`config.mk`:
```
export PLATFORM = sky130hd
export DESIGN_NAME = pulse_stretcher
export DESIGN_NICKNAME = d
export VERILOG_FILES = /design/src/rtl/pulse_stretcher.sv
export SDC_FILE = /design/constraint.sdc
export NUM_CORES = 1
export LEC_CHECK = 0
export ABC_AREA = 1
export BUFFER_PORTS_ARGS = -buffer_cell sky130_fd_sc_hd__buf_4
export CAP_MARGIN = 25
export CORE_AREA = 3 3 40 42
export CTS_CLUSTER_SIZE = 20
export DETAILED_ROUTE_END_ITERATION = 6
export DIE_AREA = 0 0 43 45
export PLACE_DENSITY = 0.52
export SYNTH_ARGS = -nofsm -noshare
export SYNTH_HDL_FRONTEND = slang
export SYNTH_SLANG_ARGS = --single-unit
export TNS_END_PERCENT = 30
```
`constraint.sdc`:
```
create_clock -name clk -period 1.2 [get_ports clk]
set_input_delay 0.06 -clock clk [delete_from_list [all_inputs] [get_ports clk]]
set_output_delay 0.06 -clock clk [all_outputs]
set_load 0.02 [all_outputs]
```
`src/rtl/pulse_stretcher.sv`:
```
// -----------------------------------------------------------------------------
// pulse_stretcher
//   Converts single-cycle event strobes into level pulses. Each pulse is high for
//   HOLD_CYCLES cycles and is followed by a forced-low gap of GAP_CYCLES cycles.
//   Events that arrive while a pulse or gap is in progress are counted in a
//   saturating pending counter. Each counted event is replayed later as its own
//   pulse.
//
// Optional feature macro: PULSE_STRETCHER_EDGE_IN_EN
//   Defined   : only a rising edge of pulse_in counts as an event, so pulse_in
//               may be a level or a button signal.
//   Undefined : every cycle with pulse_in high counts as one event.
//
// Ports
//   clk        in   system clock, all logic on the rising edge
//   rst        in   synchronous, active-high reset
//   pulse_in   in   event strobe (or level input when edge mode is enabled)
//   level_out  out  stretched pulse, registered
//   busy       out  high whenever the state is not IDLE, registered
//   pending    out  [PEND_W] events queued but not yet shown
//   overflow   out  sticky flag: an event was dropped at saturation
// -----------------------------------------------------------------------------
module pulse_stretcher #(
   parameter int HOLD_CYCLES = 4,
   parameter int GAP_CYCLES  = 2,
   parameter int PEND_W      = 2
) (
   input  logic              clk,
   input  logic              rst,
   input  logic              pulse_in,
   output logic              level_out,
   output logic              busy,
   output logic [PEND_W-1:0] pending,
   output logic              overflow
);

   localparam int MAX_HG = (HOLD_CYCLES > GAP_CYCLES) ? HOLD_CYCLES : GAP_CYCLES;
   localparam int TW     = (MAX_HG > 1) ? $clog2(MAX_HG) : 1;

   localparam logic [TW-1:0]     HOLD_LOAD = TW'(HOLD_CYCLES - 1);
   localparam logic [TW-1:0]     GAP_LOAD  = TW'(GAP_CYCLES - 1);
   localparam logic [TW-1:0]     TIMER_ONE = TW'(1);
   localparam logic [TW-1:0]     TIMER_ZERO = TW'(0);
   localparam logic [PEND_W-1:0] PEND_MAX  = {PEND_W{1'b1}};
   localparam logic [PEND_W-1:0] PEND_ONE  = PEND_W'(1);
   localparam logic [PEND_W-1:0] PEND_ZERO = PEND_W'(0);

   typedef enum logic [1:0] {
      IDLE = 2'd0,
      HOLD = 2'd1,
      GAP  = 2'd2
   } state_t;

   state_t            r_state;
   state_t            w_state_nxt;
   logic [TW-1:0]     r_timer;
   logic [TW-1:0]     w_timer_nxt;
   logic [PEND_W-1:0] r_pending;
   logic [PEND_W-1:0] w_pending_nxt;
   logic              r_overflow;
   logic              w_overflow_nxt;
   logic              r_level;
   logic              r_busy;
   logic              w_event;
   logic              w_last_gap;
   logic              w_enq;
   logic              w_deq;

`ifdef PULSE_STRETCHER_EDGE_IN_EN
   logic              r_prev;

   // Previous-cycle copy of pulse_in, used for rising-edge detection.
   always_ff @(posedge clk) begin
      if (rst) begin
         r_prev <= 1'b0;
      end else begin
         r_prev <= pulse_in;
      end
   end

   // The event is recognised in the same cycle the input first reads high.
   assign w_event = pulse_in & ~r_prev;
`else
   assign w_event = pulse_in;
`endif

   assign w_last_gap = (r_state == GAP) && (r_timer == TIMER_ZERO);

   // Next-state, timer and pending-counter logic.
   always_comb begin
      w_state_nxt    = r_state;
      w_timer_nxt    = r_timer;
      w_pending_nxt  = r_pending;
      w_overflow_nxt = r_overflow;

      // An event in the last gap cycle with work already queued is treated as
      // a simultaneous enqueue and dequeue, so pending stays the same.
      w_deq = w_last_gap && (r_pending != PEND_ZERO);
      w_enq = w_event && ((r_state == HOLD) ||
                          ((r_state == GAP) && (r_timer != TIMER_ZERO)) ||
                          w_deq);

      case (r_state)
         IDLE: begin
            if (w_event) begin
               w_state_nxt = HOLD;
               w_timer_nxt = HOLD_LOAD;
            end else begin
               w_state_nxt = IDLE;
               w_timer_nxt = TIMER_ZERO;
            end
         end
         HOLD: begin
            if (r_timer == TIMER_ZERO) begin
               w_state_nxt = GAP;
               w_timer_nxt = GAP_LOAD;
            end else begin
               w_timer_nxt = r_timer - TIMER_ONE;
            end
         end
         GAP: begin
            if (r_timer == TIMER_ZERO) begin
               if ((r_pending != PEND_ZERO) || w_event) begin
                  w_state_nxt = HOLD;
                  w_timer_nxt = HOLD_LOAD;
               end else begin
                  w_state_nxt = IDLE;
                  w_timer_nxt = TIMER_ZERO;
               end
            end else begin
               w_timer_nxt = r_timer - TIMER_ONE;
            end
         end
         default: begin
            w_state_nxt = IDLE;
            w_timer_nxt = TIMER_ZERO;
         end
      endcase

      if (w_enq && !w_deq) begin
         if (r_pending == PEND_MAX) begin
            w_overflow_nxt = 1'b1;
         end else begin
            w_pending_nxt = r_pending + PEND_ONE;
         end
      end else if (w_deq && !w_enq) begin
         w_pending_nxt = r_pending - PEND_ONE;
      end else begin
         w_pending_nxt = r_pending;
      end
   end

   // State, counters and registered outputs. Reset truncates any pulse in flight.
   always_ff @(posedge clk) begin
      if (rst) begin
         r_state    <= IDLE;
         r_timer    <= TIMER_ZERO;
         r_pending  <= PEND_ZERO;
         r_overflow <= 1'b0;
         r_level    <= 1'b0;
         r_busy     <= 1'b0;
      end else begin
         r_state    <= w_state_nxt;
         r_timer    <= w_timer_nxt;
         r_pending  <= w_pending_nxt;
         r_overflow <= w_overflow_nxt;
         r_level    <= (w_state_nxt == HOLD);
         r_busy     <= (w_state_nxt != IDLE);
      end
   end

   assign level_out = r_level;
   assign busy      = r_busy;
   assign pending   = r_pending;
   assign overflow  = r_overflow;

endmodule

```
---- Yosys cells after proc, flatten, opt, wreduce, memory -nomap -nowiden ----
Index checks and enable logic that the tools add are counted.
word-level totals
  logic and storage cells ................. 46
  bits of input ports ..................... 3
  register bits ........................... 9
  output and inout bits ................... 5
cells by class
  reductions and logical operators ........ 19
  mux-type cells .......................... 13
  add/subtract/negate cells ............... 3
  equal/unequal tests ..................... 5
operators by type and width
  kind                                                                   number
  2-bit 2-to-1 mux                                                       9
  2-bit case mux with 3 select lines                                     2
  2-bit nonzero test                                                     4
  1-bit logical AND                                                      6
  2-bit by 1-bit equality test with 1-bit output, second input constant  2
  2-bit equality test, second input constant                             2
  2-bit zero test                                                        2
  2-bit AND reduction                                                    2
  2-bit by 1-bit subtractor with 2-bit output, second input constant     2
  1-bit logical OR                                                       3
  2-bit by 1-bit adder with 2-bit output, second input constant          1
  1-bit zero test                                                        2
  1-bit 2-to-1 mux                                                       2
  2-bit inequality test, second input constant                           1

---- Longest topological paths before layout ----
Gate-level depths: netlist of the first run.
  depth in word-level cells ............... 9
  depth in mapped cells ................... 10
  mapped depth without buffers ............ 10

---- Worst setup path after synthesis of the first run ----
OpenSTA, ideal clock, no wires.
  path type ............................... flip-flop to flip-flop
  from .................................... reg r_pending[1], in the netlist pending[1]
  to ...................................... reg r_pending[1], in the netlist pending[1]
  data arrival time ....................... 0.973 ns
  buffers on the path ..................... 0
  required time ........................... 1.090 ns
  setup slack ............................. 0.117 ns
  setup time .............................. 0.110 ns
  period minus slack after synthesis ...... 1.083 ns
  stages on the path, launching flop included .. 8
  path through ............................ dfxtp_1 > nor2_1 > inv_1 > nand4_1 > nand2_1 > nand2_1 > inv_2 > nor2_2
between the ends
  longest elaborated chain between the ends .. 8
  elaborated cells between the ends (all ways) .. 17
ends and longest elaborated chain
  element                        line  RTL
  start, declared                58    logic [PEND_W-1:0] r_pending;
  start signal, assigned         165   r_pending <= w_pending_nxt;
  2-bit nonzero test             98    w_deq = w_last_gap && (r_pending != PEND_ZERO);
  1-bit logical AND              98
  1-bit logical OR               100   ((r_state == GAP) && (r_timer != TIMER_ZERO)) ||
  1-bit logical AND              99    w_enq = w_event && ((r_state == HOLD) ||
  1-bit zero test                146   end else if (w_deq && !w_enq) begin
  1-bit logical AND              146
  2-bit nonzero test (no line)   -
  2-bit AND reduction (no line)  -
Parallel ways exist; a longest one is shown, timed or not. The select of a mux whose other input is x is not followed.
A chain may end at the register's enable or synchronous reset.

---- Worst setup path in the final report of the first run ----
  from .................................... reg r_timer[0]
  to ...................................... reg r_timer[1]
between the ends
  longest elaborated chain between the ends .. 3
  elaborated cells between the ends (all ways) .. 5
ends and longest elaborated chain
  element                                                                                line      RTL
  start, declared                                                                        56        logic [TW-1:0] r_timer;
  start signal, assigned                                                                 164       r_timer <= w_timer_nxt;
  2-bit by 1-bit subtractor with 2-bit output / 2-bit zero test (equally long branches)  -
  2-bit 2-to-1 mux, on equally long branches                                             122, 114
  2-bit case mux with 3 select lines (*)                                                 103       case (r_state)
Every way passes the cells marked *; elsewhere a longest branch is shown, timed or not.

==> impl_metrics.json, run 1 <==
{
  "status": "finished clean",
  "cts_buffer_depth": 2,
  "cts_tree": "built",
  "first_global_vias": 374,
  "netlist_instances": 68,
  "synth_cell_types": 15,
  "drv_cap": 0,
  "grt_pass1_wl_mm": 1.497,
  "end_kind": "flop",
  "yosysWarnings": 0,
  "max_freq_mhz": 922.5,
  "routedWlPerCell_um": 8.674,
  "finalSetupViolCount": 0,
  "crit_required_ps": 1350,
  "grt_usage": 0.1049,
  "final_util": 0.4362,
  "antenna_found_initial": 0,
  "fillers": 144,
  "crit_fanout": 4,
  "cts_inserted_buffers": 3,
  "postSynthAreaPerCell_um2": 6.606,
  "tightest_slew_ps": 193.6,
  "slew_violations": 0,
  "viasPerCell": 4.316,
  "io_pins": 8,
  "rows": 13,
  "synthToLayoutAreaGrowth_pct": 24.79,
  "setup_ws_ps": 116.0,
  "clk_pin_slew_ps": 60,
  "vias": 410,
  "grt_max_degree": 7,
  "final_nets": 84,
  "first_pass_iters": 4,
  "leakage_nw": 0.3031,
  "clock_latency_ps": 250,
  "wirelength_um": 824,
  "power_density_nw_per_um2": 1352,
  "synth_area_leader_cell": "dfxtp_1",
  "io_buffer_count": 7,
  "drc": 0,
  "coreArea_um2": 1285,
  "worstPathArrival_ps": 1230,
  "hp-class": "in2reg",
  "drive_above_1_share": 0.2750,
  "worst_slew_margin_rel": 0.8705,
  "crit_type": "reg2reg",
  "root_buffer": "clkbuf_4",
  "post-cts-setup-buffers": 0,
  "finalHoldViolCount": 0,
  "startpoint_type": "flop",
  "min_period_over_period": 0.9033,
  "dieArea_um2": 1935,
  "synth_area_leaders": "dfxtp_1, nand2_1, inv_1",
  "syn_area_um2": 449.2,
  "place_ws_ps": 119.4,
  "die_h_um": 45,
  "ys_seq_area_frac": 0.4011,
  "clock-skew-final_ps": 0.6577,
  "detailed_place_hpwl_um": 650.9,
  "period_minus_slack_ps": 1084,
  "initial_core_util": 0.3496,
  "routabilityCongestion": 0.7347,
  "synth_nets": 71,
  "grt.overflow.total": 0,
  "synth-seq-cells": 9,
  "fin_setup_tns_ps": 0,
  "vdd_drop_max_v": 0.0006775,
  "clock_sinks": 9,
  "die_w_um": 43,
  "layout.cells.non_filler": 95,
  "netlist.area_leader.share": 0.4011,
  "whs_ps": 221.0,
  "ant_nets": 0,
  "dp_cells": 90,
  "drtIter0Drc": 3,
  "diodes": 0,
  "rsz0062_at_grt": "yes",
  "htree_levels": 1
}
## path summary, 6_finish.rpt
kind / startpoint / endpoint / slack (ps) / depth (start not counted)
setup / recovery: r_timer[0]$_SDFF_PP0_ / r_timer[1]$_SDFF_PP0_ / 120 / 8
hold / removal: pulse_in / pending[0]$_SDFFE_PP0P_ / 220 / 4
hold reg to reg: overflow$_SDFFE_PP0P_ / overflow$_SDFFE_PP0P_ / 480 / 1
setup reg to reg: r_timer[0]$_SDFF_PP0_ / r_timer[1]$_SDFF_PP0_ / 120 / 8
## stage by stage
| stage | cell area, um^2 | power [mW] |
|---|---|---|
| final | 560.5 | 0.7580 |
| after global routing | 560.5 | 0.8234 |
| after CTS | 556.8 | 0.7736 |
| after detailed placement | 520.5 | 0.5391 |
| after global placement | 520.5 | 0.5382 |
| after floorplan | 449.2 | 0.4853 |
## Yosys cell counts, drive strengths merged
cell type   n
a21oi       3
nand2      17
nor2       12
o21a        2
nand3       5
o21ai       3
nand4       1
dfxtp       9
inv        16
## power by group
| group | switching [mW] | total (mW) | internal (mW) |
|---|---|---|---|
| sequential | 0.0207 | 0.349 | 0.329 |
| clock | 0.0947 | 0.222 | 0.127 |
| combinational | 0.114 | 0.186 | 0.0724 |
| total | 0.229 | 0.758 | 0.529 |
## cells by family (layout without fill, tap and decap cells)
kind of cell,Yosys count,count (layout),share of synthesized area
compound gates,8,8,0.1086
simple gates,35,35,0.3566
flops,9,9,0.4011
buf+inv,16,28,0.1337
## worst max-delay path: stages, from the launching register on
cell and delay, ps:
dfxtp_1 340, inv_2 50, nand2_1 70, nand2_2 100
nand2_4 60, nor2_1 150, nor2_1 50, o21ai_1 110
inv_1 50
## registers in the layout (all words and copies together) (netlist names)
register   cells
r_state        2
r_timer        2
pending        2
level_out      1
overflow       1
busy           1
## layout by cell type (no fill, tap or decap), types with 2 or more instances in the layout
cell      synthesis  routed
a21oi_1           2       2
buf_4             0       7
clkbuf_4          0       3
dfxtp_1           9       8
inv_1            12      12
inv_2             4       4
nand2_1          15      15
nand3_1           4       4
nor2_1           10       9
nor2_2            2       3
o21a_1            2       2
o21ai_1           3       3
## layer usage
metal  vias up  part of all wire  track usage
met5         -                 0            0
met4         0             0.028      0.09036
met3         4             0.041      0.02390
met2         7              0.42       0.1407
met1       169              0.51       0.1398
li1        230                 -            -
## layout make-up
cell class / instances / area [um^2] / share of cell area
Inverter: 16 / 60.06 / 0.1071
Timing Repair Buffer: 8 / 62.56 / 0.1116
Clock buffer: 4 / 26.28 / 0.04687
Multi-Input combinational cell: 43 / 211.5 / 0.3772
Tap cell: 15 / 18.77 / 0.03348
Sequential cell: 9 / 181.4 / 0.3237
## repair_timing
| action | CTS | global route |
|---|---|---|
| hold buffers | 1 | 0 |
| endpoints found under the setup margin | 0 | 6 |
| gates resized for setup | 0 | 2 |
| endpoints found under the hold margin | 2 | 0 |
(Power assumes the default switching activity.)
==> inputs of run 2 (changes only) <==
--- a/config.mk
+++ b/config.mk
@@ -12,6 +12,7 @@
 export CTS_CLUSTER_SIZE = 20
 export DETAILED_ROUTE_END_ITERATION = 6
 export DIE_AREA = 0 0 43 45
+export GPL_TIMING_DRIVEN = 0
 export PLACE_DENSITY = 0.52
 export SYNTH_ARGS = -nofsm -noshare
 export SYNTH_HDL_FRONTEND = slang
==> run 2 against run 1 <==
Effect of this change:
- die area stayed put
- sequential share of layout area down 0.15 points
- cell area shrank 0.22%
- first-iteration DRC count rose to 2.7 times the previous value
- fmax down 0.79%
- global-route usage fell by 1.4 points
- utilization fell by 0.097 points
- worst setup slack got worse by 8.7 ps
- clock-buffer cell count stayed put
- total power fell by 0.32%
- critical path type unchanged
- critical endpoint is now pending[0]$_SDFFE_PP0P_
- highest routed layer unchanged
==> impl_metrics.json, run 2 (same netlist as run 1, synthesis figures left out) <==
{
  "drc": 0,
  "crit_family": "simple AND/OR/NAND/NOR gates",
  "path_cells": "inv_1, nor2_2, nand2_2, nand2_4, nand3_2, a21oi_1, nor2_1",
  "finalHoldViolCount": 0,
  "crit_required_ps": 1340,
  "path_buf_inv": 1,
  "clock_sinks": 9,
  "dieArea_um2": 1935,
  "vdd_drop_max_v": 0.0006904,
  "cp.depth": 7,
  "root_buffer": "clkbuf_4",
  "fillers": 143,
  "cts_buffer_depth": 2,
  "power.switching_mw": 0.2274,
  "routedWlPerCell_um": 7.905,
  "final_util": 0.4352,
  "drtIter0Drc": 8,
  "first_pass_iters": 4,
  "power_density_nw_per_um2": 1351,
  "finalSetupViolCount": 0,
  "final_nets": 84,
  "io_pins": 8,
  "hold_depth": 4,
  "crit_type": "reg2reg",
  "leakage_nw": 0.3026,
  "drv_cap": 0,
  "min_period_over_period": 0.9106,
  "coreArea_um2": 1285,
  "r2r_cells": 7,
  "grt_usage": 0.09091,
  "max_freq_mhz": 915.2,
  "die_h_um": 45,
  "synthToLayoutAreaGrowth_pct": 24.51,
  "first_global_vias": 336,
  "pwr-share-clk": 0.292,
  "clk_pin_slew_ps": 60,
  "crit_fanout": 4,
  "startpoint_type": "flop",
  "p_comb_frac": 0.249,
  "grt_pass1_wl_mm": 1.304,
  "fin_setup_tns_ps": 0,
  "crit_slowest_cell": "dfxtp_1",
  "layout_common_cells": "nand2_1, inv_1, nor2_1, dfxtp_1, buf_4",
  "slew_violations": 0,
  "vias": 397,
  "final_common_cell": "nand2_1",
  "hp-class": "in2reg",
  "sw_frac_of_total": 0.3010,
  "cts_tree": "built",
  "rsz0062_at_grt": "no",
  "fin_total_pwr_mw": 0.7556,
  "worstPathArrival_ps": 1240,
  "status": "finished clean",
  "grt_max_degree": 7,
  "rows": 13,
  "p_seq_frac": 0.459,
  "wirelength_um": 751,
  "end_kind": "flop",
  "antenna_found_initial": 0,
  "seqCellArea_um2": 180.2,
  "clock-skew-final_ps": 0.8852,
  "diodes": 0,
  "slowest_delay_ps": 340,
  "io_buffer_count": 7,
  "period_minus_slack_ps": 1093,
  "htree_levels": 1,
  "clock_latency_ps": 250,
  "post-cts-setup-buffers": 0,
  "multi_input_area_um2": 211.5,
  "worst_slew_margin_rel": 0.8742,
  "routabilityCongestion": 0.7058,
  "viasPerCell": 4.179,
  "drive_above_1_share": 0.2625,
  "tightest_slew_ps": 188.0,
  "grt.overflow.total": 0,
  "internal_power_mw": 0.5282,
  "die_w_um": 43,
  "detailed_place_hpwl_um": 630.9,
  "cts_inserted_buffers": 3,
  "initial_core_util": 0.3496,
  "ant_nets": 0
}
## run 2: timing repair
| action | in CTS | in global routing |
|---|---|---|
| resized for setup | 0 | 1 |
| hold buffers | 1 | 0 |
| endpoints found under the hold margin | 2 | 0 |
| endpoints found under the setup margin | 0 | 1 |
## run 2: worst min-delay path: stages
cell and delay [ps]:
buf_4 130, nand3_2 90, a21oi_1 60, nor2_1 90
## run 2: path summary, 6_finish.rpt
check,endpoint,slack [ps],startpoint
max,pending[0]$_SDFFE_PP0P_,110,r_state[1]$_SDFF_PP0_
min,pending[0]$_SDFFE_PP0P_,230,pulse_in
max reg2reg,pending[0]$_SDFFE_PP0P_,110,r_state[1]$_SDFF_PP0_
min reg2reg,overflow$_SDFFE_PP0P_,480,overflow$_SDFFE_PP0P_
## run 2: final cells by class
type,instances,area share
clock buffer,4,0.04698
inverter,16,0.1074
multi-input combinational,43,0.3781
sequential,9,0.3221
tap,15,0.03356
timing repair buffer,8,0.1119
## run 2: per-stage QoR
stage	hold slack, ps	instance area [um^2]	worst slack [ps]	std cells
detailed placement	237.1	520.5	114.9	90
global placement	240.9	520.5	117.6	90
global route	241.4	559.3	7.820	95
finish	225.0	559.3	107.3	95
CTS	216.7	556.8	108.9	95
floorplan	129.1	449.2	117.0	68
## run 2: power groups by stage
| stage | clock network [mW] | registers (mW) | logic, mW |
|---|---|---|---|
| final | 0.221 | 0.347 | 0.188 |
| after floorplan | 0 | 0.370 | 0.115 |
| after CTS | 0.236 | 0.347 | 0.188 |
| after global routing | 0.246 | 0.350 | 0.215 |
| after detailed placement | 0 | 0.353 | 0.185 |
| after global placement | 0 | 0.353 | 0.185 |
## run 2: per-layer routing
metal	routed length (um)	part of all wire	GRT usage	up-vias
li1	-	-	-	229
met1	406	0.54	0.1235	161
met2	304	0.40	0.1198	5
met3	30	0.040	0.02390	2
met4	10	0.013	0.07229	0
met5	0	0	0	-
==> inputs of run 3 (changes only) <==
==> constraint.sdc (replaced) <==
create_clock -name clk -period 1.25 [get_ports clk]
set_input_delay 0.0625 -clock clk [delete_from_list [all_inputs] [get_ports clk]]
set_output_delay 0.0625 -clock clk [all_outputs]
set_load 0.02 [all_outputs]
==> run 3 against run 2 <==
Effect of this change:
- critical path depth grew 1
- clock-buffer cell count is the same
- cell area shrank 0.45%
- register-to-register slack gained 50 ps
- first-iteration DRC count is the same
- sequential power shrank 4%
- die area is the same
- flip-flop and latch count is the same
- combinational power shrank 5%
- routed wire length shrank 0.27%
- largest cell class unchanged
- highest routed layer unchanged
==> impl_metrics.json, run 3 (same netlist as run 1, synthesis figures left out) <==
{
  "period_minus_slack_ps": 1088,
  "crit_slowest_cell": "dfxtp_1",
  "io_pins": 8,
  "coreArea_um2": 1285,
  "grt_usage": 0.09091,
  "startpoint_type": "flop",
  "worst_slew_margin_rel": 0.8743,
  "fin_setup_tns_ps": 0,
  "viasPerCell": 4.158,
  "post-cts-setup-buffers": 0,
  "end_kind": "flop",
  "root_buffer": "clkbuf_4",
  "tightest_slew_ps": 187.9,
  "clk_pin_slew_ps": 60,
  "finalSetupViolCount": 0,
  "status": "finished clean",
  "die_w_um": 43,
  "routedWlPerCell_um": 7.884,
  "cts_buffer_depth": 2,
  "slowest_delay_ps": 330,
  "cts_inserted_buffers": 3,
  "drv_cap": 0,
  "initial_core_util": 0.3496,
  "crit_fanout": 4,
  "path_common_cell": "nor2_1",
  "worstPathArrival_ps": 1240,
  "clock-skew-final_ps": 0.8852,
  "crit_family": "simple AND/OR/NAND/NOR gates",
  "clock_sinks": 9,
  "final_common_cell": "nand2_1",
  "min_period_over_period": 0.8707,
  "path_buf_inv": 2,
  "finalHoldViolCount": 0,
  "grt_pass1_wl_mm": 1.304,
  "ant_nets": 0,
  "die_h_um": 45,
  "whs_ps": 226.8,
  "cts_resized": 0,
  "power_density_nw_per_um2": 1298,
  "first_global_vias": 336,
  "grt.overflow.total": 0,
  "antenna_found_initial": 0,
  "first_pass_iters": 2,
  "cts_tree": "built",
  "max_freq_mhz": 918.8,
  "routabilityCongestion": 0.7058,
  "crit_type": "reg2reg",
  "drc": 0,
  "drive_above_1_share": 0.2500,
  "htree_levels": 1,
  "vdd_drop_max_v": 0.0006590,
  "grt_max_degree": 7,
  "slew_violations": 0,
  "leakage_nw": 0.3020,
  "synthToLayoutAreaGrowth_pct": 23.96,
  "vias": 395,
  "drtIter0Drc": 8,
  "final_nets": 84,
  "layout_common_cells": "nand2_1, inv_1, nor2_1",
  "hp-class": "in2reg",
  "io_buffer_count": 7,
  "detailed_place_hpwl_um": 630.9,
  "path_cells": "inv_2, nand2_1, nand2_2, nand2_4, nor2_1, nor2_1, o21ai_1, inv_1",
  "clock_latency_ps": 250,
  "rows": 13,
  "dieArea_um2": 1935,
  "rsz0062_at_grt": "no",
  "wirelength_um": 749,
  "crit_required_ps": 1400,
  "diodes": 0
}
run 3: cell counts in the layout (fill, tap and decap cells not counted):
Identical to the previous run, type by type.
run 3: worst paths after layout:
path,endpoint,from,cells after the start,slack [ps]
max,r_timer[1]$_SDFF_PP0_,r_timer[0]$_SDFF_PP0_,8,160
min,pending[0]$_SDFFE_PP0P_,pulse_in,4,230
max reg2reg,r_timer[1]$_SDFF_PP0_,r_timer[0]$_SDFF_PP0_,8,160
min reg2reg,overflow$_SDFFE_PP0P_,overflow$_SDFFE_PP0P_,1,480
run 3: final cells by class:
class                   count  area, um^2
clock buffers               4       26.28
multi-input cells          43       209.0
inverters                  16       60.06
flip-flops and latches      9       180.2
well taps                  15       18.77
repair buffers              8       62.56
fillers                   143       728.2
run 3: metal layers:
metal / vias up / part of all wire / wire [um] / global-route usage
met5: - / 0 / 0 / 0
met2: 5 / 0.40 / 302 / 0.1198
met3: 2 / 0.040 / 30 / 0.02390
met1: 159 / 0.54 / 405 / 0.1235
li1: 229 / - / - / -
met4: 0 / 0.013 / 10 / 0.07229
run 3: worst min-delay path, cell delays in order:
cell     delay (ps)
buf_4           130
nand3_2          90
a21oi_1          60
nor2_1           90
run 3: repair_timing:
item / CTS / global route
hold buffers: 1 / 0
setup endpoints to repair: 0 / 0
hold endpoints to repair: 2 / 0
run 3: power by group:
| part | total, mW | leakage, nW | internal, mW | switching, mW |
|---|---|---|---|---|
| clock network | 0.212 | 0.0150 | 0.122 | 0.0895 |
| registers | 0.333 | 0.0741 | 0.315 | 0.0179 |
| logic | 0.178 | 0.213 | 0.0686 | 0.109 |
run 3: per-stage QoR:
stage	util	worst slack [ps]	area, um^2	power (mW)	cells
after floorplan	-	167.0	449.2	0.4659	68
after global placement	0.4051	167.6	520.5	0.5166	90
after detailed placement	0.4051	164.9	520.5	0.5164	90
after CTS	0.4333	158.9	556.8	0.7401	95
after global routing	0.4333	36.95	556.8	0.7758	95
final	0.4333	161.6	556.8	0.7227	95
